<file path="config.mk">
export PLATFORM = sky130hd
export DESIGN_NAME = bip_acc_datapath_flat
export DESIGN_NICKNAME = d
export VERILOG_FILES = /design/src/rtl/bip_acc_datapath_if.sv /design/src/rtl/bip_acc_datapath.sv /design/src/flat_wrapper.sv
export SDC_FILE = /design/constraint.sdc
export NUM_CORES = 1
export LEC_CHECK = 0
export ABC_CLOCK_PERIOD_IN_PS = 4900
export CAP_MARGIN = 20
export CORE_MARGIN = 8
export CORE_UTILIZATION = 40
export CTS_CLUSTER_SIZE = 20
export DETAILED_ROUTE_END_ITERATION = 16
export SLEW_MARGIN = 20
export SYNTH_ARGS = -nofsm -noshare
export SYNTH_HDL_FRONTEND = slang
export SYNTH_SLANG_ARGS = --single-unit
</file>
<file path="constraint.sdc">
create_clock -name clk -period 4.9 [get_ports clk]
set_clock_uncertainty 0.2 [all_clocks]
set_input_delay 0.98 -clock clk [delete_from_list [all_inputs] [get_ports clk]]
set_output_delay 0.98 -clock clk [all_outputs]
set_load 0.1 [all_outputs]
</file>
<file path="src/rtl/bip_acc_datapath_if.sv">
// Control-unit <-> accumulator datapath bus for the BIP core.
// The control unit drives through the master modport and the datapath answers through the slave modport.
interface bip_acc_datapath_if #(
    parameter int DATA_W    = 16,
    parameter int OPERAND_W = 11
);
    logic [1:0]           sel_a;
    logic                 sel_b;
    logic                 wr_acc;
    logic [2:0]           op;
    logic [OPERAND_W-1:0] operand;
    logic [DATA_W-1:0]    in_memory_data;
    logic                 mul_start;
    logic [DATA_W-1:0]    out_memory_data;
    logic                 flag_z;
    logic                 flag_n;
    logic                 flag_c;
    logic                 flag_v;
    logic                 busy;
    logic                 done;

    modport master (
        output sel_a, sel_b, wr_acc, op, operand, in_memory_data, mul_start,
        input  out_memory_data, flag_z, flag_n, flag_c, flag_v, busy, done
    );

    modport slave (
        input  sel_a, sel_b, wr_acc, op, operand, in_memory_data, mul_start,
        output out_memory_data, flag_z, flag_n, flag_c, flag_v, busy, done
    );
endinterface

</file>
<file path="src/rtl/bip_acc_datapath.sv">
// BIP accumulator datapath: ACC loads, ALU with registered Z/N/C/V flags.
// Define BIP_MUL_EN to build the iterative shift-add multiplier (mul_start/busy/done).
module bip_acc_datapath #(
    parameter int DATA_W    = 16,
    parameter int OPERAND_W = 11,
    parameter bit SIGN_EXT  = 1'b1
) (
    input  logic              clk,
    input  logic              rst,
    bip_acc_datapath_if.slave bus
);
    typedef enum logic [2:0] {
        OP_ADD, OP_SUB, OP_AND, OP_OR, OP_XOR, OP_SHL1, OP_SAR1, OP_PASSB
    } alu_op_e;

    typedef enum logic [1:0] {SRC_MEM, SRC_IMM, SRC_ALU, SRC_ZERO} acc_src_e;

    logic [DATA_W-1:0] acc;
    logic [DATA_W-1:0] ext_imm;
    logic [DATA_W-1:0] b;
    logic [DATA_W-1:0] alu_res;
    logic [DATA_W-1:0] src_val;
    logic [DATA_W-1:0] wb_val;
    logic [DATA_W:0]   add_full;
    logic [DATA_W:0]   sub_full;
    logic              flag_z, flag_n, flag_c, flag_v;
    logic              alu_c, alu_v, alu_c_upd, alu_v_upd;
    logic              wb_en, wb_alu;

    // NOTE: every always_comb output gets a default first so no path can leave it unassigned (no latch).
    always_comb begin
        ext_imm = (SIGN_EXT && bus.operand[OPERAND_W-1]) ? '1 : '0;
        ext_imm[OPERAND_W-1:0] = bus.operand;
    end

    assign b        = bus.sel_b ? ext_imm : bus.in_memory_data;
    assign add_full = {1'b0, acc} + {1'b0, b};
    assign sub_full = {1'b0, acc} - {1'b0, b};

    always_comb begin
        alu_res   = b;
        alu_c     = 1'b0;
        alu_v     = 1'b0;
        alu_c_upd = 1'b0;
        alu_v_upd = 1'b0;
        case (alu_op_e'(bus.op))
            OP_ADD: begin
                alu_res   = add_full[DATA_W-1:0];
                alu_c     = add_full[DATA_W];
                alu_v     = (acc[DATA_W-1] == b[DATA_W-1]) && (add_full[DATA_W-1] != acc[DATA_W-1]);
                alu_c_upd = 1'b1;
                alu_v_upd = 1'b1;
            end
            OP_SUB: begin
                // Carry is "no borrow": set when ACC >= B unsigned.
                alu_res   = sub_full[DATA_W-1:0];
                alu_c     = ~sub_full[DATA_W];
                alu_v     = (acc[DATA_W-1] != b[DATA_W-1]) && (sub_full[DATA_W-1] != acc[DATA_W-1]);
                alu_c_upd = 1'b1;
                alu_v_upd = 1'b1;
            end
            OP_AND: alu_res = acc & b;
            OP_OR:  alu_res = acc | b;
            OP_XOR: alu_res = acc ^ b;
            OP_SHL1: begin
                alu_res   = {acc[DATA_W-2:0], 1'b0};
                alu_c     = acc[DATA_W-1];
                alu_c_upd = 1'b1;
            end
            OP_SAR1: begin
                alu_res   = {acc[DATA_W-1], acc[DATA_W-1:1]};
                alu_c     = acc[0];
                alu_c_upd = 1'b1;
            end
            default: alu_res = b;
        endcase
    end

    always_comb begin
        src_val = '0;
        case (acc_src_e'(bus.sel_a))
            SRC_MEM:  src_val = bus.in_memory_data;
            SRC_IMM:  src_val = ext_imm;
            SRC_ALU:  src_val = alu_res;
            default:  src_val = '0;
        endcase
    end

`ifdef BIP_MUL_EN
    typedef enum logic {ST_IDLE, ST_MUL} state_e;

    localparam int                STEP_W    = $clog2(DATA_W);
    localparam logic [STEP_W-1:0] LAST_STEP = STEP_W'(DATA_W - 1);

    state_e            state;
    logic [DATA_W-1:0] mcand;
    logic [DATA_W-1:0] mplier;
    logic [DATA_W-1:0] prod;
    logic [DATA_W-1:0] prod_next;
    logic [STEP_W-1:0] step;
    logic              busy_q;
    logic              done_q;

    // Product is kept to DATA_W bits; higher bits are dropped as the multiplicand shifts out.
    assign prod_next = prod + (mplier[0] ? mcand : '0);

    // NOTE: sequential state is assigned with <= so every register samples pre-edge values.
    always_ff @(posedge clk) begin
        if (rst) begin
            state  <= ST_IDLE;
            busy_q <= 1'b0;
            done_q <= 1'b0;
            mcand  <= '0;
            mplier <= '0;
            prod   <= '0;
            step   <= '0;
        end else begin
            done_q <= 1'b0;
            case (state)
                ST_IDLE: begin
                    if (bus.mul_start) begin
                        mcand  <= acc;
                        mplier <= b;
                        prod   <= '0;
                        step   <= '0;
                        busy_q <= 1'b1;
                        state  <= ST_MUL;
                    end
                end
                ST_MUL: begin
                    prod   <= prod_next;
                    mcand  <= mcand << 1;
                    mplier <= mplier >> 1;
                    step   <= step + 1'b1;
                    if (step == LAST_STEP) begin
                        busy_q <= 1'b0;
                        done_q <= 1'b1;
                        state  <= ST_IDLE;
                    end
                end
                default: state <= ST_IDLE;
            endcase
        end
    end

    // The multiplier owns the ACC write port while running; start beats a same-cycle wr_acc.
    always_comb begin
        wb_en  = 1'b0;
        wb_alu = 1'b0;
        wb_val = src_val;
        if (state == ST_MUL) begin
            wb_en  = (step == LAST_STEP);
            wb_val = prod_next;
        end else begin
            wb_en  = bus.wr_acc && !bus.mul_start;
            wb_alu = (acc_src_e'(bus.sel_a) == SRC_ALU);
        end
    end

    assign bus.busy = busy_q;
    assign bus.done = done_q;
`else
    logic unused_mul_start;
    assign unused_mul_start = bus.mul_start;

    always_comb begin
        wb_en  = bus.wr_acc;
        wb_val = src_val;
        wb_alu = (acc_src_e'(bus.sel_a) == SRC_ALU);
    end

    assign bus.busy = 1'b0;
    assign bus.done = 1'b0;
`endif

    always_ff @(posedge clk) begin
        if (rst) begin
            acc    <= '0;
            flag_z <= 1'b0;
            flag_n <= 1'b0;
            flag_c <= 1'b0;
            flag_v <= 1'b0;
        end else if (wb_en) begin
            acc    <= wb_val;
            flag_z <= (wb_val == '0);
            flag_n <= wb_val[DATA_W-1];
            if (wb_alu && alu_c_upd) flag_c <= alu_c;
            if (wb_alu && alu_v_upd) flag_v <= alu_v;
        end
    end

    assign bus.out_memory_data = acc;
    assign bus.flag_z          = flag_z;
    assign bus.flag_n          = flag_n;
    assign bus.flag_c          = flag_c;
    assign bus.flag_v          = flag_v;
endmodule

</file>
<file path="src/flat_wrapper.sv">
// flat-port wrapper written by rule: the top's interface ports become plain ports
module bip_acc_datapath_flat 
#(
    parameter int DATA_W    = 16,
    parameter int OPERAND_W = 11,
    parameter bit SIGN_EXT  = 1'b1
)
  (clk, rst, bus_sel_a, bus_sel_b, bus_wr_acc, bus_op, bus_operand, bus_in_memory_data, bus_mul_start, bus_out_memory_data, bus_flag_z, bus_flag_n, bus_flag_c, bus_flag_v, bus_busy, bus_done);
  bip_acc_datapath_if #(.DATA_W(DATA_W), .OPERAND_W(OPERAND_W)) bus_i ();
  input  logic clk;
  input  logic rst;
  input wire logic [$bits(bus_i.sel_a)-1:0] bus_sel_a;
  input wire logic [$bits(bus_i.sel_b)-1:0] bus_sel_b;
  input wire logic [$bits(bus_i.wr_acc)-1:0] bus_wr_acc;
  input wire logic [$bits(bus_i.op)-1:0] bus_op;
  input wire logic [$bits(bus_i.operand)-1:0] bus_operand;
  input wire logic [$bits(bus_i.in_memory_data)-1:0] bus_in_memory_data;
  input wire logic [$bits(bus_i.mul_start)-1:0] bus_mul_start;
  output wire logic [$bits(bus_i.out_memory_data)-1:0] bus_out_memory_data;
  output wire logic [$bits(bus_i.flag_z)-1:0] bus_flag_z;
  output wire logic [$bits(bus_i.flag_n)-1:0] bus_flag_n;
  output wire logic [$bits(bus_i.flag_c)-1:0] bus_flag_c;
  output wire logic [$bits(bus_i.flag_v)-1:0] bus_flag_v;
  output wire logic [$bits(bus_i.busy)-1:0] bus_busy;
  output wire logic [$bits(bus_i.done)-1:0] bus_done;
  assign bus_i.sel_a = bus_sel_a;
  assign bus_i.sel_b = bus_sel_b;
  assign bus_i.wr_acc = bus_wr_acc;
  assign bus_i.op = bus_op;
  assign bus_i.operand = bus_operand;
  assign bus_i.in_memory_data = bus_in_memory_data;
  assign bus_i.mul_start = bus_mul_start;
  assign bus_out_memory_data = bus_i.out_memory_data;
  assign bus_flag_z = bus_i.flag_z;
  assign bus_flag_n = bus_i.flag_n;
  assign bus_flag_c = bus_i.flag_c;
  assign bus_flag_v = bus_i.flag_v;
  assign bus_busy = bus_i.busy;
  assign bus_done = bus_i.done;
  bip_acc_datapath #(.DATA_W(DATA_W), .OPERAND_W(OPERAND_W), .SIGN_EXT(SIGN_EXT)) u_core (.clk(clk), .rst(rst), .bus(bus_i));
endmodule
</file>
Yosys cells after proc, flatten, opt, wreduce, memory -nomap -nowiden
Index checks and enable logic that the tools add are counted.
{"block": "classes", "n_addsub": 2, "n_mul": 0, "div": 0, "n_lt_le_gt_ge": 0, "eq_ne": 12, "shifts": 0, "mux": 8, "bitwise_logic": 4, "reduce_logical": 11}
{"op": "16-bit one-hot mux with 7 select lines", "count": 1}
{"op": "16-bit one-hot mux with 3 select lines", "count": 1}
{"op": "16-bit two-way mux", "count": 2}
{"op": "16-bit by 16-bit adder with 17-bit output", "count": 1}
{"op": "16-bit by 16-bit subtractor with 17-bit output", "count": 1}
{"op": "16-bit bitwise AND", "count": 1}
{"op": "16-bit logical NOT", "count": 1}
{"op": "16-bit bitwise OR", "count": 1}
{"op": "16-bit XOR", "count": 1}
{"op": "3-bit equality test, second input constant", "count": 3}
{"op": "3-bit by 2-bit equality test with 1-bit output, second input constant", "count": 2}
{"op": "1-bit logical AND", "count": 4}
{"op": "1-bit one-hot mux with 4 select lines", "count": 1}
{"op": "2-bit AND reduction", "count": 2}
{"op": "4-bit OR reduction", "count": 1}
{"op": "3-bit by 1-bit equality test with 1-bit output, second input constant", "count": 1}
{"op": "3-bit logical NOT", "count": 1}
{"op": "1-bit != test", "count": 3}
{"op": "2-bit by 1-bit equality test with 1-bit output, second input constant", "count": 1}
{"op": "2-bit equality test, second input constant", "count": 1}
{"op": "2-bit logical NOT", "count": 1}
{"op": "1-bit two-way mux", "count": 2}
{"op": "1-bit one-hot mux with 2 select lines", "count": 1}
{"op": "2-bit OR reduction", "count": 1}
{"op": "other kinds (2)", "count": 2}
{"block": "totals", "ff_bits": 20, "latchBits": 0, "ramBits": 0, "romBits": 0, "inputBits": 37, "n_memories": 0}

Logic depth before layout (Yosys ltp)
{"block": "logic_depth", "depth_word": 6, "ltp_mapped": 16, "ltp_nobuf": 15}

Worst setup path before layout
No wires, ideal clock.
{"block": "synth_timing", "path_kind": "input to register", "start": "input bus_sel_b", "end": "register u_core.flag_z, in the netlist u_core.bus.flag_z", "setup_ns": 0.119, "t_arrival_ns": 4.177, "t_required_ns": 4.581, "path_slack_ns": 0.404, "path_stages": 15, "cell_sequence": "clkbuf_1 -> buf_1 -> mux2_2 -> inv_1 -> ha_1 -> nand2b_4 -> a2111oi_4 -> nor3_2 -> nor4b_2 -> o22ai_1 -> nor4_2 -> nor4_1 -> a2111oi_4 -> nor4_2 -> a32o_1"}
{"block": "synth_via", "elab_chain_len": 5, "elab_cells_between_ends": 9, "cone_classes": "2 x add/sub; 3 x mux; 3 x bitwise; 1 x reduce/logical"}
{"item": "start, declared", "line": "flat_wrapper.sv:13", "rtl": "input wire logic [$bits(bus_i.sel_b)-1:0] bus_sel_b;"}
{"item": "16-bit two-way mux *", "line": "bip_acc_datapath.sv:36", "rtl": "assign b = bus.sel_b ? ext_imm : bus.in_memory_data;"}
{"item": "16-bit by 16-bit subtractor with 17-bit output (tied with other cells)", "line": "bip_acc_datapath.sv:38", "rtl": "assign sub_full = {1'b0, acc} - {1'b0, b};"}
{"item": "16-bit one-hot mux with 7 select lines *", "line": "bip_acc_datapath.sv:46", "rtl": "case (alu_op_e'(bus.op))"}
{"item": "16-bit one-hot mux with 3 select lines *", "line": "bip_acc_datapath.sv:81", "rtl": "case (acc_src_e'(bus.sel_a))"}
{"item": "16-bit logical NOT *", "line": "bip_acc_datapath.sv:185", "rtl": "flag_z <= (wb_val == '0);"}
{"item": "end signal, assigned", "line": "bip_acc_datapath.sv:185"}
{"item": "end, declared", "line": "bip_acc_datapath.sv:26", "rtl": "logic flag_z, flag_n, flag_c, flag_v;"}
Mark *: on every way between the ends. The rest lies on a longest branch, timed or not.
A chain may end at the register's enable or synchronous reset.

Worst setup path after layout
{"block": "layout_timing", "start": "input bus_operand[0]", "end": "register u_core.flag_z, in the netlist u_core.bus.flag_z"}
{"block": "layout_via", "elab_chain_len": 5, "elab_cells_between_ends": 9, "cone_classes": "2 x add/sub; 3 x mux; 3 x bitwise; 1 x reduce/logical"}
{"item": "start, declared", "line": "flat_wrapper.sv:16", "rtl": "input wire logic [$bits(bus_i.operand)-1:0] bus_operand;"}
{"item": "16-bit two-way mux", "line": "bip_acc_datapath.sv:36"}
{"item": "16-bit by 16-bit subtractor with 17-bit output (tied with other cells)", "line": "bip_acc_datapath.sv:38"}
{"item": "16-bit one-hot mux with 7 select lines", "line": "bip_acc_datapath.sv:46"}
{"item": "16-bit one-hot mux with 3 select lines *", "line": "bip_acc_datapath.sv:81"}
{"item": "16-bit logical NOT *", "line": "bip_acc_datapath.sv:185"}
Marks and branches as above.

==> impl_metrics.tcl <==
set metrics [dict create \
    grt_pass1_vias 4914 \
    rsz0062_at_grt "no" \
    place_ws_ns -0.240 \
    max_freq_mhz 212 \
    synth_cells 606 \
    grtUsageTotal_pct 23.8 \
    crit_type "in2reg" \
    die_x_um 120 \
    routed-via-count 5008 \
    cp_slowest_stage_delay_ns 0.49 \
    cts_tree "built" \
    final_util_pct 51.2 \
    synth_ff_type "dfxtp_1" \
    routedWlPerCell_um 20.9 \
    gp_congestion 0.965 \
    area_delta_synth_final_pct 26.1 \
    drt_wl_total_mm 17.5 \
    clockBufferDepth 2 \
    cts.reportedPaths.clkPinSlew_ns 0.12 \
    min_path_cells 2 \
    rows 38 \
    period_minus_slack_ns 4.71 \
    io_buffers 55 \
    min_from "u_core.bus.flag_v$_SDFFE_PP0P_" \
    setup_ws_ns 0.188 \
    vdd_drop_max_mv 0.0859 \
    critPathLaunch "bus_operand[0]" \
    nets 793 \
    grt_remaining_overflow 0 \
    cts_setup_buffers 0 \
    finalSetupViolations 0 \
    n_antenna_cell 0 \
    max-slew-margin-rel_pct 34.8 \
    layout_commonest_cell "a21oi_1" \
    crit_path_end_kind "register" \
    worstMarginPinSlew_ns 0.974 \
    p_leak_nw 2.39 \
    core_area_um2 10700 \
    hp-class "reg2reg" \
    placed_cell_area_um2 5450 \
    rrSetupSlack_ns 1.03 \
    r2r-start "u_core.bus.out_memory_data[0]$_SDFFE_PP0P_" \
    hold_viol 0 \
    critPathRequiredTime_ns 4.90 \
    fin_area_um2 5500 \
    synth_area_um2 4360 \
    layout_common_cells "76 x a21oi_1, 72 x buf_4, 64 x nor2_1" \
    start_util_pct 40.6 \
    ant_nets 0 \
    cts.sinks 19 \
    cts_max_level 1 \
    drc 0 \
    crit_slowest_cell "clkdlybuf4s50_1" \
    io_pins 59 \
    synthArstFlopShare_pct 0 \
    cp_max_fo 2 \
    maxCapViolCount 0 \
    grt_pass1_wl_mm 27.7 \
    cts_buffers 3 \
    ys_warn_count 0 \
    vias_per_cell 5.99 \
    r2r-end "u_core.bus.flag_z$_SDFFE_PP0P_" \
    drive_gt1_share_pct 16.7 \
    design.die.area_um2 14500 \
    crit_chain "clkdlybuf4s50_1, mux2i_1, inv_1, ha_1, inv_1, fa_1, and2b_1, o31a_1, o21ai_1, o21a_1, o31ai_2, a21oi_1, o211a_1, a2111oi_4, nor4_2, a32o_1" \
    cpMostUsedCell "inv_1" \
    critPathArrivalTime_ns 4.72 \
    drt_first_pass_iters 5 \
    rr_worst_depth 13 \
    drt-initial-drc-count 525 \
    cts_root_buf "clkbuf_8" \
    synth_edf_count 0 \
    synth_cell_types 80 \
    hpwlAfterDp_mm 13.5 \
    hold_end "u_core.bus.flag_v$_SDFFE_PP0P_" \
    grt_max_degree 41 \
    clk_latency_ns 0.30 \
    p_per_area_nw_per_um2 182 \
    status "completed" \
    cts_hold_buf 0 \
    die_y_um 120 \
    slew_violations 0 \
    syn_avg_cell_area_um2 7.20 \
    ys_seq_area_share_pct 8.72 \
    fin_crit_sh_pct 96.2 \
    antenna_found_initial 0 \
    worst_setup_path_start_kind "input port" \
    synth_seq_cells 19 \
]
cells in the mapped netlist (all sizes together) (7+ instances only):
cell / instances / area, µm²
o22ai: 7 / 43.8
a21oi: 77 / 389
nor3: 14 / 80.1
nand2b: 14 / 95.1
a211oi: 17 / 138
mux2i: 20 / 200
o221ai: 8 / 70.1
o21ai: 32 / 160
nor2: 65 / 246
clkbuf: 23 / 86.3
inv: 54 / 203
buf: 20 / 119
nand2: 34 / 128
a221oi: 8 / 70.1
dfxtp: 19 / 380
mux2: 15 / 169
ha: 57 / 713
a31oi: 9 / 56.3
metal layers:
metal	part of all wire [%]	wire length, µm	vias to the layer above	global-route usage (%)
li1	-	-	2392	-
met1	47	8160	2402	32.5
met2	44	7710	185	37.0
met3	7.0	1220	29	4.57
met4	2.3	404	0	7.49
met5	0	0	-	0
stage by stage:
| step | cells | power, W | hold slack [ns] | TNS (ns) |
|---|---|---|---|---|
| floorplan | 607 | 0.000629 | 0.684 | 0 |
| finish | 836 | 0.00100 | 0.270 | 0 |
| detailed placement | 832 | 0.000850 | 0.262 | -0.697 |
| global placement | 832 | 0.000842 | 0.244 | -0.370 |
| global route | 836 | 0.00106 | 0.310 | 0 |
| CTS | 836 | 0.000995 | 0.278 | 0 |
cells by family after synthesis:
| kind of cell | Yosys count | share of synthesized area (%) |
|---|---|---|
| AO/OA/AOI/OAI | 226 | 36.0 |
| XOR/XNOR | 6 | 1.20 |
| adder cells (fa/ha/maj) | 59 | 17.3 |
| buffers and inverters | 97 | 9.35 |
| flip-flops | 19 | 8.72 |
| multiplexers | 36 | 8.98 |
| other | 1 | 0.0860 |
| AND/OR/NAND/NOR | 162 | 18.4 |
sequential cells by signal, summed over array words and instances, names as in the netlist:
signal,flops
u_core.bus.flag_z,1
u_core.bus.flag_c,1
u_core.bus.out_memory_data,16
u_core.bus.flag_v,1
worst max-delay path: cells and delay by family:
family / cells / cell delay (ns)
AOI/OAI and AO/OA: 8 / 2.02
buffers and inverters: 3 / 0.65
adders and majority gates: 2 / 0.61
and+or+nand+nor: 2 / 0.36
muxes: 1 / 0.09
worst max path at each step:
| stage | depth (start not counted) | slack [ns] | end |
|---|---|---|---|
| 3_5_place_dp | 17 | -0.24 | u_core.bus.flag_z$_SDFFE_PP0P_ |
| 6_report | 16 | 0.19 | u_core.bus.flag_z$_SDFFE_PP0P_ |
| 2_1_floorplan | 15 | 0.40 | u_core.bus.flag_z$_SDFFE_PP0P_ |
| 5_1_grt | 16 | 0.08 | u_core.bus.flag_z$_SDFFE_PP0P_ |
| 4_1_cts | 17 | 0.06 | u_core.bus.flag_z$_SDFFE_PP0P_ |
| 3_3_place_gp | 16 | -0.19 | u_core.bus.flag_z$_SDFFE_PP0P_ |
report_power, final:
part | internal [W] | switching (W) | total (W)
Sequential | 0.000164 | 0.0000207 | 0.000185
Clock | 0.0000575 | 0.0000840 | 0.000141
Combinational | 0.000267 | 0.000408 | 0.000676
layout make-up:
cell class	instances	area [µm²]
Timing Repair Buffer	128	1110
Tap cell	140	175
Multi-Input combinational cell	491	3580
Fill cell	1103	5240
Clock buffer	3	41.3
Inverter	54	203
Clock inverter	1	5.00
Sequential cell	19	380
timing repair:
action,4_1_cts,5_1_grt
endpoints found under the setup margin,0,6
endpoints found under the hold margin,0,0
resized for setup,0,2
No activity file was read; power rests on OpenSTA's default activity.
